--- config.mk ---
export PLATFORM = sky130hd
export DESIGN_NAME = jaa_translator
export DESIGN_NICKNAME = d
export VERILOG_FILES = /design/src/rtl/jaa_translator.sv
export SDC_FILE = /design/constraint.sdc
export NUM_CORES = 1
export LEC_CHECK = 0
export ABC_AREA = 1
export CORE_MARGIN = 5
export CORE_UTILIZATION = 35
export DETAILED_ROUTE_END_ITERATION = 6
export PLACE_DENSITY = 0.51
export SLEW_MARGIN = 20
export SYNTH_ARGS = -nofsm -noshare
export SYNTH_HDL_FRONTEND = slang
export SYNTH_SLANG_ARGS = --single-unit
export TNS_END_PERCENT = 1
--- constraint.sdc ---
create_clock -name clk_i -period 9.78 [get_ports clk_i]
set_input_delay 2.934 -clock clk_i [delete_from_list [all_inputs] [get_ports clk_i]]
set_output_delay 2.934 -clock clk_i [all_outputs]
set_load 0.1 [all_outputs]
--- src/rtl/jaa_translator.sv ---
// Streaming Java-bytecode to ARM translator: fetches bytecodes/operands from a
// synchronous byte ROM and emits AL-condition ARM words on a valid/ready stream.
module jaa_translator #(
    parameter int unsigned ADDR_WIDTH  = 6,
    parameter int unsigned START_ADDR  = 0,
    parameter int unsigned LOCAL_SHIFT = 2
) (
    input  logic                  clk_i,
    input  logic                  rst_i,
    input  logic                  start_i,
    output logic [ADDR_WIDTH-1:0] rom_addr_o,
    input  logic [7:0]            rom_data_i,
    output logic [31:0]           instr_out_o,
    output logic                  instr_valid_o,
    input  logic                  instr_ready_i,
    output logic                  busy_o,
    output logic                  done_o,
    output logic                  error_o
);

    localparam int unsigned OFF_WIDTH = 12;
    localparam logic [ADDR_WIDTH-1:0] START_PC = ADDR_WIDTH'(START_ADDR);
    localparam logic [ADDR_WIDTH-1:0] PC_LAST  = {ADDR_WIDTH{1'b1}};

    localparam logic [7:0] OP_NOP     = 8'h00;
    localparam logic [7:0] OP_ICONST0 = 8'h03;
    localparam logic [7:0] OP_ICONST5 = 8'h08;
    localparam logic [7:0] OP_BIPUSH  = 8'h10;
    localparam logic [7:0] OP_SIPUSH  = 8'h11;
    localparam logic [7:0] OP_ILOAD   = 8'h15;
    localparam logic [7:0] OP_ILOAD0  = 8'h1A;
    localparam logic [7:0] OP_ILOAD3  = 8'h1D;
    localparam logic [7:0] OP_ISTORE  = 8'h36;
    localparam logic [7:0] OP_ISTORE0 = 8'h3B;
    localparam logic [7:0] OP_ISTORE3 = 8'h3E;
    localparam logic [7:0] OP_IADD    = 8'h60;
    localparam logic [7:0] OP_ISUB    = 8'h64;
    localparam logic [7:0] OP_RETURN  = 8'hB1;

    localparam logic [31:0] W_MOV   = 32'hE3A01000;
    localparam logic [31:0] W_MOVHI = 32'hE3A01C00;
    localparam logic [31:0] W_ORR   = 32'hE3811000;
    localparam logic [31:0] W_PUSH  = 32'hE92D0002;
    localparam logic [31:0] W_POP1  = 32'hE8BD0002;
    localparam logic [31:0] W_POP2  = 32'hE8BD0006;
    localparam logic [31:0] W_LDR   = 32'hE5931000;
    localparam logic [31:0] W_STR   = 32'hE5831000;
    localparam logic [31:0] W_ADD   = 32'hE0811002;
    localparam logic [31:0] W_SUB   = 32'hE0421001;

    typedef enum logic [2:0] {
        S_IDLE,
        S_FETCH,
        S_CAPTURE,
        S_EMIT,
        S_HALT
    } state_e;

    state_e                 state_q, state_d;
    logic [ADDR_WIDTH-1:0]  pc_q, pc_d;
    logic                   wrap_q, wrap_d;
    logic [ADDR_WIDTH-1:0]  rom_addr_q, rom_addr_d;
    logic [7:0]             opcode_q, opcode_d;
    logic [7:0]             hi_q, hi_d;
    logic [1:0]             opnd_cnt_q, opnd_cnt_d;
    logic [3:0][31:0]       word_q, word_d;
    logic [1:0]             nwords_q, nwords_d;
    logic [1:0]             widx_q, widx_d;
    logic [31:0]            instr_q, instr_d;
    logic                   valid_q, valid_d;
    logic                   busy_q, busy_d;
    logic                   done_q, done_d;
    logic                   error_q, error_d;

    logic [7:0]             dec_op;
    logic [3:0][31:0]       dec_w;
    logic [1:0]             dec_n;
    logic                   dec_ret;
    logic                   dec_err;

    logic                   go_fetch;
    logic [ADDR_WIDTH-1:0]  fetch_pc;
    logic                   fetch_wrap;

    // Local-slot byte offset, zero-extended to the 12-bit immediate field.
    function automatic logic [31:0] slot_off(input logic [7:0] idx);
        return 32'(OFF_WIDTH'(idx) << LOCAL_SHIFT);
    endfunction

    // Opcode decode; the last byte of an instruction is still on rom_data_i.
    always_comb begin
        dec_op  = (opnd_cnt_q == 2'd0) ? rom_data_i : opcode_q;
        dec_w   = '0;
        dec_n   = 2'd0;
        dec_ret = 1'b0;
        dec_err = 1'b0;
        case (dec_op) inside
            OP_NOP: ;
            [OP_ICONST0:OP_ICONST5]: begin
                dec_w[0] = W_MOV | 32'(dec_op - OP_ICONST0);
                dec_w[1] = W_PUSH;
                dec_n    = 2'd2;
            end
            OP_BIPUSH: begin
                dec_w[0] = W_MOV | 32'(rom_data_i);
                dec_w[1] = W_PUSH;
                dec_n    = 2'd2;
            end
            OP_SIPUSH: begin
                dec_w[0] = W_MOVHI | 32'(hi_q);
                dec_w[1] = W_ORR | 32'(rom_data_i);
                dec_w[2] = W_PUSH;
                dec_n    = 2'd3;
            end
            OP_ILOAD, [OP_ILOAD0:OP_ILOAD3]: begin
                dec_w[0] = W_LDR | slot_off((dec_op == OP_ILOAD) ? rom_data_i
                                                                  : dec_op - OP_ILOAD0);
                dec_w[1] = W_PUSH;
                dec_n    = 2'd2;
            end
            OP_ISTORE, [OP_ISTORE0:OP_ISTORE3]: begin
                dec_w[0] = W_POP1;
                dec_w[1] = W_STR | slot_off((dec_op == OP_ISTORE) ? rom_data_i
                                                                   : dec_op - OP_ISTORE0);
                dec_n    = 2'd2;
            end
            OP_IADD: begin
                dec_w[0] = W_POP2;
                dec_w[1] = W_ADD;
                dec_w[2] = W_PUSH;
                dec_n    = 2'd3;
            end
            OP_ISUB: begin
                dec_w[0] = W_POP2;
                dec_w[1] = W_SUB;
                dec_w[2] = W_PUSH;
                dec_n    = 2'd3;
            end
            OP_RETURN: dec_ret = 1'b1;
            default:   dec_err = 1'b1;
        endcase
    end

    // Next-state and output logic; every FETCH entry presents rom_addr on the same edge.
    always_comb begin
        state_d    = state_q;
        pc_d       = pc_q;
        wrap_d     = wrap_q;
        rom_addr_d = rom_addr_q;
        opcode_d   = opcode_q;
        hi_d       = hi_q;
        opnd_cnt_d = opnd_cnt_q;
        word_d     = word_q;
        nwords_d   = nwords_q;
        widx_d     = widx_q;
        instr_d    = instr_q;
        valid_d    = valid_q;
        done_d     = done_q;
        error_d    = error_q;
        go_fetch   = 1'b0;
        fetch_pc   = pc_q;
        fetch_wrap = wrap_q;

        case (state_q)
            S_IDLE, S_HALT: begin
                if (start_i) begin
                    done_d     = 1'b0;
                    error_d    = 1'b0;
                    opnd_cnt_d = 2'd0;
                    go_fetch   = 1'b1;
                    fetch_pc   = START_PC;
                    fetch_wrap = 1'b0;
                end
            end
            S_FETCH: state_d = S_CAPTURE;
            S_CAPTURE: begin
                if (opnd_cnt_q == 2'd0) begin
                    opcode_d = rom_data_i;
                end
                if (opnd_cnt_q == 2'd0 && (rom_data_i == OP_BIPUSH || rom_data_i == OP_ILOAD ||
                                           rom_data_i == OP_ISTORE)) begin
                    opnd_cnt_d = 2'd1;
                    go_fetch   = 1'b1;
                end else if (opnd_cnt_q == 2'd0 && rom_data_i == OP_SIPUSH) begin
                    opnd_cnt_d = 2'd2;
                    go_fetch   = 1'b1;
                end else if (opnd_cnt_q == 2'd2) begin
                    hi_d       = rom_data_i;
                    opnd_cnt_d = 2'd1;
                    go_fetch   = 1'b1;
                end else begin
                    opnd_cnt_d = 2'd0;
                    if (dec_err) begin
                        error_d = 1'b1;
                        state_d = S_HALT;
                    end else if (dec_ret) begin
                        done_d  = 1'b1;
                        state_d = S_HALT;
                    end else if (dec_n == 2'd0) begin
                        go_fetch = 1'b1;
                    end else begin
                        word_d   = dec_w;
                        nwords_d = dec_n;
                        instr_d  = dec_w[0];
                        valid_d  = 1'b1;
                        widx_d   = 2'd1;
                        state_d  = S_EMIT;
                    end
                end
            end
            S_EMIT: begin
                if (instr_ready_i) begin
                    if (widx_q == nwords_q) begin
                        valid_d  = 1'b0;
                        go_fetch = 1'b1;
                    end else begin
                        instr_d = word_q[widx_q];
                        widx_d  = widx_q + 2'd1;
                    end
                end
            end
            default: state_d = S_IDLE;
        endcase

        // A fetch after the pc has wrapped is an error instead of a fetch.
        if (go_fetch) begin
            if (fetch_wrap) begin
                state_d = S_HALT;
                error_d = 1'b1;
            end else begin
                state_d    = S_FETCH;
                rom_addr_d = fetch_pc;
                pc_d       = fetch_pc + ADDR_WIDTH'(1);
                wrap_d     = (fetch_pc == PC_LAST);
            end
        end

        busy_d = (state_d != S_IDLE) && (state_d != S_HALT);
    end

    always_ff @(posedge clk_i or posedge rst_i) begin
        if (rst_i) begin
            state_q    <= S_IDLE;
            pc_q       <= START_PC;
            wrap_q     <= 1'b0;
            rom_addr_q <= '0;
            opcode_q   <= '0;
            hi_q       <= '0;
            opnd_cnt_q <= '0;
            word_q     <= '0;
            nwords_q   <= '0;
            widx_q     <= '0;
            instr_q    <= '0;
            valid_q    <= 1'b0;
            busy_q     <= 1'b0;
            done_q     <= 1'b0;
            error_q    <= 1'b0;
        end else begin
            state_q    <= state_d;
            pc_q       <= pc_d;
            wrap_q     <= wrap_d;
            rom_addr_q <= rom_addr_d;
            opcode_q   <= opcode_d;
            hi_q       <= hi_d;
            opnd_cnt_q <= opnd_cnt_d;
            word_q     <= word_d;
            nwords_q   <= nwords_d;
            widx_q     <= widx_d;
            instr_q    <= instr_d;
            valid_q    <= valid_d;
            busy_q     <= busy_d;
            done_q     <= done_d;
            error_q    <= error_d;
        end
    end

    assign rom_addr_o    = rom_addr_q;
    assign instr_out_o   = instr_q;
    assign instr_valid_o = valid_q;
    assign busy_o        = busy_q;
    assign done_o        = done_q;
    assign error_o       = error_q;

endmodule

==> out/qor_table.md, run 1 <==
| Parameter | This run | Unit |
|:---|:---|:---|
| Share of final-layout standard cells stronger than drive strength 1 | 7.48 | % |
| Kind of cell adding the most delay to the critical path | buffers and inverters | - |
| Final number of max-transition violations | 0 | - |
| GRT Resource Usage Total | 18.6 | % |
| Post-cts hold buffer count | 0 | - |
| RSZ-0062 raised after global routing | false | - |
| Final Setup Violations | 0 | - |
| Max Fanout on Critical Path | 57 | - |
| Startpoint class of the critical path | input port | - |
| Final Hold Viols | 0 | - |
| Maximum capacitance violations | 0 | - |
| Sequential share of the synthesized area | 42.7 | % |
| Run status | finished, final reports clean | - |
| Aggregate global routing overflow | 0 | - |
| Total of flip-flops plus latches after synthesis | 104 | - |
| Wire length reported by the detailed router | 18.3 | mm |
| Critical path data required time | 10.06 | ns |
| Total clock sinks | 104 | - |
| Vias after detailed routing | 5515 | - |
| Yosys synthesis warning count | 0 | - |
| VDD IR-drop max | 245 | uV |
| Count of filler cells inserted in the layout | 1863 | - |
| I/O Buffers | 53 | - |
| Syn avg cell area | 7.42 | um2 |
| Cell at the slowest stage of the critical path | sky130_fd_sc_hd__clkdlybuf4s50_1 | - |
| Core Region | 17200 | um2 |
| Actual slew at the worst max-slew pin | 0.980 | ns |
| Bufs and invs on worst path | 5 | - |
| Max frequency | 0.155 | GHz |
| Die area | 20200 | um2 |
| Final period demand of the worst path | 6.45 | ns |
| Post-Synthesis Cells | 822 | - |
| Synthesized cell area | 6100 | um2 |
| Clock insertion delay at the later pin of the skew report | 0.36 | ns |
| Effective utilization at floorplan | 35.5 | % |
| Wirelength per Cell | 17.0 | um |
| Post-route DRC violation count | 0 | - |
| Count of H-tree levels built during CTS | 3 | - |
| Static power due to leakage | 3.46 | nW |
| Clock-pin slew on the worst setup and hold paths | 0.07 | ns |
| Type of the tightest min-delay check | register to register | - |
| Post-DP HPWL | 13.7 | mm |
| Data arrival, critical path | 6.73 | ns |
| Antenna violations before repair | 0 | - |
| Drt pass-1 iters | 5 | - |
| Detail Route Antenna Nets | 0 | - |
| Remaining max-slew budget at the tightest pin | 34.5 | % |
| Global placement routability congestion | 0.913 | - |
| Core occupancy in the finished layout | 40.8 | % |
| Diodes inserted | 0 | - |
| Final setup TNS | 0 | ns |
| Via count of the first global-routing pass | 5381 | - |
| Deepest clock path buffer count | 2 | - |
| Setup Skew | 0.00925 | ns |
| Peak per-stage delay on the critical path | 0.63 | ns |
| Critical Path Most Common Cell | sky130_fd_sc_hd__nand2_1 | - |
| Wire length of the first global-routing pass | 29.7 | mm |
| Chip Width | 142 | um |
| Main flop type after synthesis | sky130_fd_sc_hd__dfrtp_1 | - |
| Power Density | 292 | nW/um2 |
| Clk root buf | sky130_fd_sc_hd__clkbuf_16 | - |
| Count of buffers added by post-CTS timing repair for setup | 0 | - |
| Die boundary height | 142 | um |
| Maximum number of pins on one net before global-route repair | 82 | - |
| Post-layout nets | 872 | - |
| Number of enable-type register cells in the synthesized netlist | 0 | - |
| Gates resized, CTS repair | 0 | - |
| Critical path capture point type | register | - |
| Distinct cells, synth | 42 | - |
| Sequence of cells on the critical path | clkdlybuf4s50_1 -> inv_1 -> nand2_1 -> nand2_1 -> inv_1 -> ha_1 -> inv_1 -> nor2_1 -> nand2_1 -> nand2_1 -> nand2_2 -> nand2_4 -> nor2_4 -> nand2_1 -> nand3_4 -> inv_2 -> nand3_1 -> o21ai_1 | - |
| Number of buffers inserted during clock tree synthesis | 9 | - |
| Vias per Instance | 5.10 | - |
| TritonCTS clock tree | built | - |
| Number of cell rows | 48 | - |
| Critical path start-end classification | input port to register | - |
| Area added between synthesis and finish | 14.9 | % |
| Fraction of the cycle the final worst path needs | 65.9 | % |
| Violation count after the first detailed-routing iteration | 335 | - |
| Ys async rst share | 100 | % |
| Most frequent cells in the layout | sky130_fd_sc_hd__nand2_1, sky130_fd_sc_hd__dfrtp_1, sky130_fd_sc_hd__nand3_1 | - |
| Number of ports placed on the die boundary | 54 | - |
| Net Count, Synth | 843 | - |
| Most common cell after layout, fill and taps aside | sky130_fd_sc_hd__nand2_1 | - |
==> synthesized netlist by cell type (2+ instances only) <==
library cell | count | area [um2]
sky130_fd_sc_hd__nand2_1 | 289 | 1080
sky130_fd_sc_hd__dfrtp_1 | 104 | 2600
sky130_fd_sc_hd__nand3_1 | 68 | 340
sky130_fd_sc_hd__inv_1 | 61 | 229
sky130_fd_sc_hd__o21ai_0 | 54 | 270
sky130_fd_sc_hd__nor2_1 | 44 | 165
sky130_fd_sc_hd__a21oi_1 | 32 | 160
sky130_fd_sc_hd__o21ai_1 | 30 | 150
sky130_fd_sc_hd__buf_4 | 14 | 105
sky130_fd_sc_hd__clkbuf_1 | 11 | 41.3
sky130_fd_sc_hd__nand4_1 | 11 | 68.8
sky130_fd_sc_hd__a22oi_1 | 10 | 75.1
sky130_fd_sc_hd__ha_1 | 9 | 113
sky130_fd_sc_hd__buf_2 | 8 | 40.0
sky130_fd_sc_hd__inv_2 | 7 | 26.3
sky130_fd_sc_hd__nand2_2 | 7 | 43.8
sky130_fd_sc_hd__nand2_4 | 7 | 78.8
sky130_fd_sc_hd__nand3_2 | 7 | 70.1
sky130_fd_sc_hd__nor2_4 | 6 | 67.6
sky130_fd_sc_hd__o22ai_1 | 6 | 37.5
sky130_fd_sc_hd__buf_6 | 3 | 33.8
sky130_fd_sc_hd__o211ai_1 | 3 | 22.5
sky130_fd_sc_hd__o21ai_4 | 3 | 48.8
sky130_fd_sc_hd__xor2_1 | 3 | 26.3
sky130_fd_sc_hd__a21boi_0 | 2 | 15.0
sky130_fd_sc_hd__nor2_2 | 2 | 12.5
sky130_fd_sc_hd__nor3_1 | 2 | 10.0
sky130_fd_sc_hd__nor4_1 | 2 | 12.5
sky130_fd_sc_hd__o21ai_2 | 2 | 17.5
sky130_fd_sc_hd__o22a_1 | 2 | 17.5
sky130_fd_sc_hd__xnor2_1 | 2 | 17.5
==> cell type report <==
class                      instances  area (um2)  area share (%)
sequential                       104        2600            37.2
clock buffer                      12         256            3.66
clock inverter                     4        27.5           0.393
timing repair buffer              55         549            7.84
tap                              225         282            4.02
inverter                          68         258            3.68
multi-input combinational        613        3030            43.2
==> worst reg2reg max path, delay by kind of cell, from the launching register on <==
kind,cells,cell delay (ns)
AOI/OAI and AO/OA,2,0.35
buffers and inverters,3,0.72
DFF,1,0.42
and+or+nand+nor,8,2.34
==> layer usage <==
metal  GRT usage [%]  part of all wire [%]  wire, um  vias to the layer above
met3            3.23                   4.3       792                       23
met2            28.8                    45      8260                      136
met1            26.9                    49      8900                     2617
li1                -                     -         -                     2739
met5               0                     0         0                        -
met4            5.25                   2.1       377                        0
==> through the flow <==
stage	hold slack, ns	instance area, um2	power, W	worst slack, ns	instances
3_5_place_dp	0.448	6710	0.00171	2.42	1065
5_1_grt	0.491	7000	0.00217	3.01	1081
4_1_cts	0.466	6990	0.00207	2.79	1081
2_1_floorplan	0.428	6100	0.00149	4.11	822
3_3_place_gp	0.450	6700	0.00170	2.50	1065
6_report	0.463	7000	0.00205	3.33	1081
==> state kept, by name, indices dropped and copies added, names as in the netlist <==
signal and count:
opnd_cnt_q 2, opcode_q 8, pc_q 6, state_q 3
error_o 1, instr_out_o 24, hi_q 8, word_q 39
nwords_q 1, rom_addr_o 6, busy_o 1, done_o 1
instr_valid_o 1, wrap_q 1, widx_q 2
==> logic make-up after synthesis <==
group                      after synthesis  share of synthesized area, %
AOI/OAI and AO/OA                      151                          14.3
xor gates and xnor gates                 5                         0.718
buffers and inverters                  105                          7.86
adders and majority gates                9                          1.85
and+or+nand+nor                        448                          32.6
DFF                                    104                          42.7
==> where the power goes <==
part	internal, W	leakage, nW	switching [W]
sequential	0.000571	1.33	0.0000910
clock	0.000187	0.143	0.000164
combinational	0.000233	1.98	0.000801
total	0.000992	3.46	0.00106
==> path summary, 6_finish.rpt <==
path | from | end | slack (ns) | depth (start not counted)
worst min register to register | nwords_q[1] | nwords_q[1] | 0.46 | 2
worst min-delay path | nwords_q[1] | nwords_q[1] | 0.46 | 2
max in group asynchronous | rst_i | hi_q[7] | 5.86 | 3
worst max-delay path | rom_data_i[0] | word_q[41] | 3.33 | 18
worst max register to register | opnd_cnt_q[1] | word_q[41] | 5.88 | 13
min in group asynchronous | rst_i | instr_out_o[30] | 2.89 | 2
Note: power is estimated with default switching activity, not from simulation.
==> run 2: changes to the inputs <==
--- a/config.mk
+++ b/config.mk
@@ -9,7 +9,7 @@
 export CORE_MARGIN = 5
 export CORE_UTILIZATION = 35
 export DETAILED_ROUTE_END_ITERATION = 6
-export PLACE_DENSITY = 0.51
+export PLACE_DENSITY = 0.53
 export SLEW_MARGIN = 20
 export SYNTH_ARGS = -nofsm -noshare
 export SYNTH_HDL_FRONTEND = slang
==> constraint.sdc (replaced) <==
create_clock -name clk_i -period 5.4 [get_ports clk_i]
set_input_delay 1.62 -clock clk_i [delete_from_list [all_inputs] [get_ports clk_i]]
set_output_delay 1.62 -clock clk_i [all_outputs]
set_load 0.1 [all_outputs]
==> run 2 against run 1 <==
Compared with the run above: non-clock buffer count rose by 10; clock skew hardly changed; clock-buffer cell count down 2; clock power up 83%; routed wire length down 4.6%; global-route usage shrank 0.52 points; highest routed layer unchanged; worst setup slack got worse by 2.4 ns; final cell count is 0.93% higher.
==> out/qor_table.md, run 2 (synthesized netlist as in run 1, its figures left out) <==
| Parameter | This run | Unit | Delta |
|:---|:---|:---|:---|
| Final number of max-transition violations | 0 | - | unchanged |
| Post-place setup slack | 0.545 | ns | -1.88 ns |
| Number of ports placed on the die boundary | 54 | - | unchanged |
| Critical path start-end classification | input port to register | - |  |
| Startpoint class of the critical path | input port | - |  |
| Startpoint of the lowest-slack register-to-register path | opnd_cnt_q[1] | - |  |
| Clock-pin slew on the worst setup and hold paths | 0.07 | ns | about the same |
| Final Setup Violations | 0 | - | unchanged |
| Maximum number of pins on one net before global-route repair | 80 | - | -2.4% |
| Setup Skew | 0.00909 | ns | -0.000166 ns |
| Critical path launch point | rom_data_i[0] | - |  |
| Number of cell rows | 48 | - | unchanged |
| Register area | 2600 | um2 | unchanged |
| Worst hold margin | 0.464 | ns | +0.000950 ns |
| Deepest clock path buffer count | 2 | - | unchanged |
| Wire length of the first global-routing pass | 29.1 | mm | -2.0% |
| Power Density | 526 | nW/um2 | +80% |
| Final Hold Viols | 0 | - | unchanged |
| Via count of the first global-routing pass | 5352 | - | -0.54% |
| Count of filler cells inserted in the layout | 1873 | - | +0.54% |
| Count of H-tree levels built during CTS | 3 | - | unchanged |
| Violation count after the first detailed-routing iteration | 417 | - | +24% |
| Diodes inserted | 0 | - | unchanged |
| Antenna violations before repair | 0 | - | unchanged |
| Wirelength per Cell | 16.0 | um | -5.5% |
| Post-route cell area | 7070 | um2 | +0.88% |
| Effective utilization at floorplan | 35.5 | % | unchanged |
| Post-route DRC violation count | 0 | - | unchanged |
| Vias after detailed routing | 5482 | - | -0.60% |
| Final setup TNS | 0 | ns | unchanged |
| Register containing the most flip-flops in the final layout | word_q | - |  |
| Detail Route Antenna Nets | 0 | - | unchanged |
| Wire length reported by the detailed router | 17.5 | mm | -4.6% |
| Share of final-layout standard cells stronger than drive strength 1 | 8.43 | % | +0.95 points |
| Cell area after placement | 6780 | um2 | +1.1% |
| Count of buffers added by post-CTS timing repair for setup | 0 | - | unchanged |
| Clk root buf | sky130_fd_sc_hd__clkbuf_16 | - |  |
| Critical path data required time | 5.69 | ns | -4.37 ns |
| Area added between synthesis and finish | 15.9 | % |  |
| Number of buffers inserted during clock tree synthesis | 9 | - | unchanged |
| VDD IR-drop max | 347 | uV | +42% |
| Type of the tightest min-delay check | register to register | - |  |
| Final period demand of the worst path | 4.51 | ns |  |
| Post-cts hold buffer count | 0 | - | unchanged |
| Global placement routability congestion | 0.920 | - | +0.79% |
| GRT Resource Usage Total | 18.1 | % | -0.52 points |
| Final Total Pwr | 0.00371 | W | +81% |
| Post-layout nets | 882 | - | +1.1% |
| Most common cell after layout, fill and taps aside | sky130_fd_sc_hd__nand2_1 | - |  |
| Area occupied by multi-input gates | 3020 | um2 | -0.33% |
| Core Region | 17200 | um2 | unchanged |
| Maximum capacitance violations | 0 | - | unchanged |
| Data arrival, critical path | 4.80 | ns | -1.93 ns |
| Chip Width | 142 | um | unchanged |
| Remaining max-slew budget at the tightest pin | 34.9 | % | +0.39 points |
| Actual slew at the worst max-slew pin | 0.974 | ns | -0.00580 ns |
| Die boundary height | 142 | um | unchanged |
| Max Fanout on Critical Path | 20 | - | -65% |
| Max frequency | 0.222 | GHz |  |
| Aggregate global routing overflow | 0 | - | unchanged |
| RSZ-0062 raised after global routing | false | - |  |
| Final setup slack of the worst path | 0.893 | ns | -2.44 ns |
| Worst Min Path Start | nwords_q[1] | - |  |
| Die area | 20200 | um2 | unchanged |
| Static power due to leakage | 3.50 | nW | +1.2% |
| Flip-flop count of the largest register after layout | 39 | - | unchanged |
| Fraction of the cycle the final worst path needs | 83.5 | % |  |
| Vias per Instance | 5.02 | - | -1.5% |
| Gates resized, CTS repair | 0 | - | unchanged |
| Post-DP HPWL | 13.1 | mm | -4.1% |
| I/O Buffers | 53 | - | unchanged |
| Run status | finished, final reports clean | - |  |
| Clock insertion delay at the later pin of the skew report | 0.36 | ns | about the same |
| Total clock sinks | 104 | - | unchanged |
| Most frequent cells in the layout | sky130_fd_sc_hd__nand2_1, sky130_fd_sc_hd__dfrtp_1, sky130_fd_sc_hd__nand3_1 | - |  |
| TritonCTS clock tree | built | - |  |
| Drt pass-1 iters | 5 | - | unchanged |
| Critical path capture point type | register | - |  |
## run 2: cell types whose count changed in the layout (fill, tap and decap cells not counted), sizes merged
| cell | before | now |
|---|---|---|
| buf | 2 | 12 |
| clkinv | 3 | 4 |
| clkbuf | 12 | 10 |
| inv | 69 | 70 |
## run 2: metal layers
| metal | wire length (um) | global-route usage, % | share of wire (%) | up-vias |
|---|---|---|---|---|
| met4 | 402 | 5.45 | 2.3 | 0 |
| li1 | - | - | - | 2761 |
| met2 | 7550 | 27.2 | 43 | 130 |
| met5 | 0 | 0 | 0 | - |
| met1 | 8740 | 26.6 | 50 | 2563 |
| met3 | 788 | 3.29 | 4.5 | 28 |
## run 2: final cells by class
class / count / share of cell area [%]
sequential: 104 / 36.8
clock buffer: 10 / 3.24
multi-input combinational: 613 / 42.7
clock inverter: 6 / 0.744
timing repair buffer: 65 / 8.78
inverter: 68 / 3.68
tap: 225 / 3.98
## run 2: power by group
group          total (W)  internal (W)  switching, W  leakage [nW]
Sequential       0.00119       0.00103      0.000158          1.33
Combinational    0.00188      0.000435       0.00144          2.03
Clock           0.000643      0.000320      0.000323         0.140
Total            0.00371       0.00179       0.00193          3.50
## run 2: path summary, 6_finish.rpt
check | to | slack (ns) | depth (start not counted)
max | word_q[41] | 0.89 | 18
min | nwords_q[1] | 0.46 | 2
max reg2reg | instr_out_o[1] | 2.05 | 18
min reg2reg | nwords_q[1] | 0.46 | 2
max in group asynchronous | instr_out_o[9] | 2.95 | 3
min in group asynchronous | rom_addr_o[5] | 1.78 | 2
## run 2: per-stage QoR
stage	utilization, %	instances
after global routing	41.1	1091
after detailed placement	39.5	1075
after floorplan	-	822
after global placement	39.5	1075
final	41.1	1091
after CTS	41.1	1091
## run 2: critical path, cell delays in order
cell	delay (ns)
sky130_fd_sc_hd__clkdlybuf4s50_1	0.64
sky130_fd_sc_hd__inv_1	0.16
sky130_fd_sc_hd__nand2_1	0.12
sky130_fd_sc_hd__nand2_1	0.19
sky130_fd_sc_hd__inv_1	0.25
sky130_fd_sc_hd__ha_1	0.22
sky130_fd_sc_hd__inv_1	0.10
sky130_fd_sc_hd__nand2_2	0.09
sky130_fd_sc_hd__nand2_1	0.07
sky130_fd_sc_hd__o21ai_1	0.15
sky130_fd_sc_hd__nand2_2	0.10
sky130_fd_sc_hd__nand3_2	0.11
sky130_fd_sc_hd__inv_2	0.07
sky130_fd_sc_hd__nand2_1	0.09
sky130_fd_sc_hd__nand3_2	0.16
sky130_fd_sc_hd__inv_2	0.31
sky130_fd_sc_hd__nand3_1	0.18
sky130_fd_sc_hd__o21ai_1	0.15
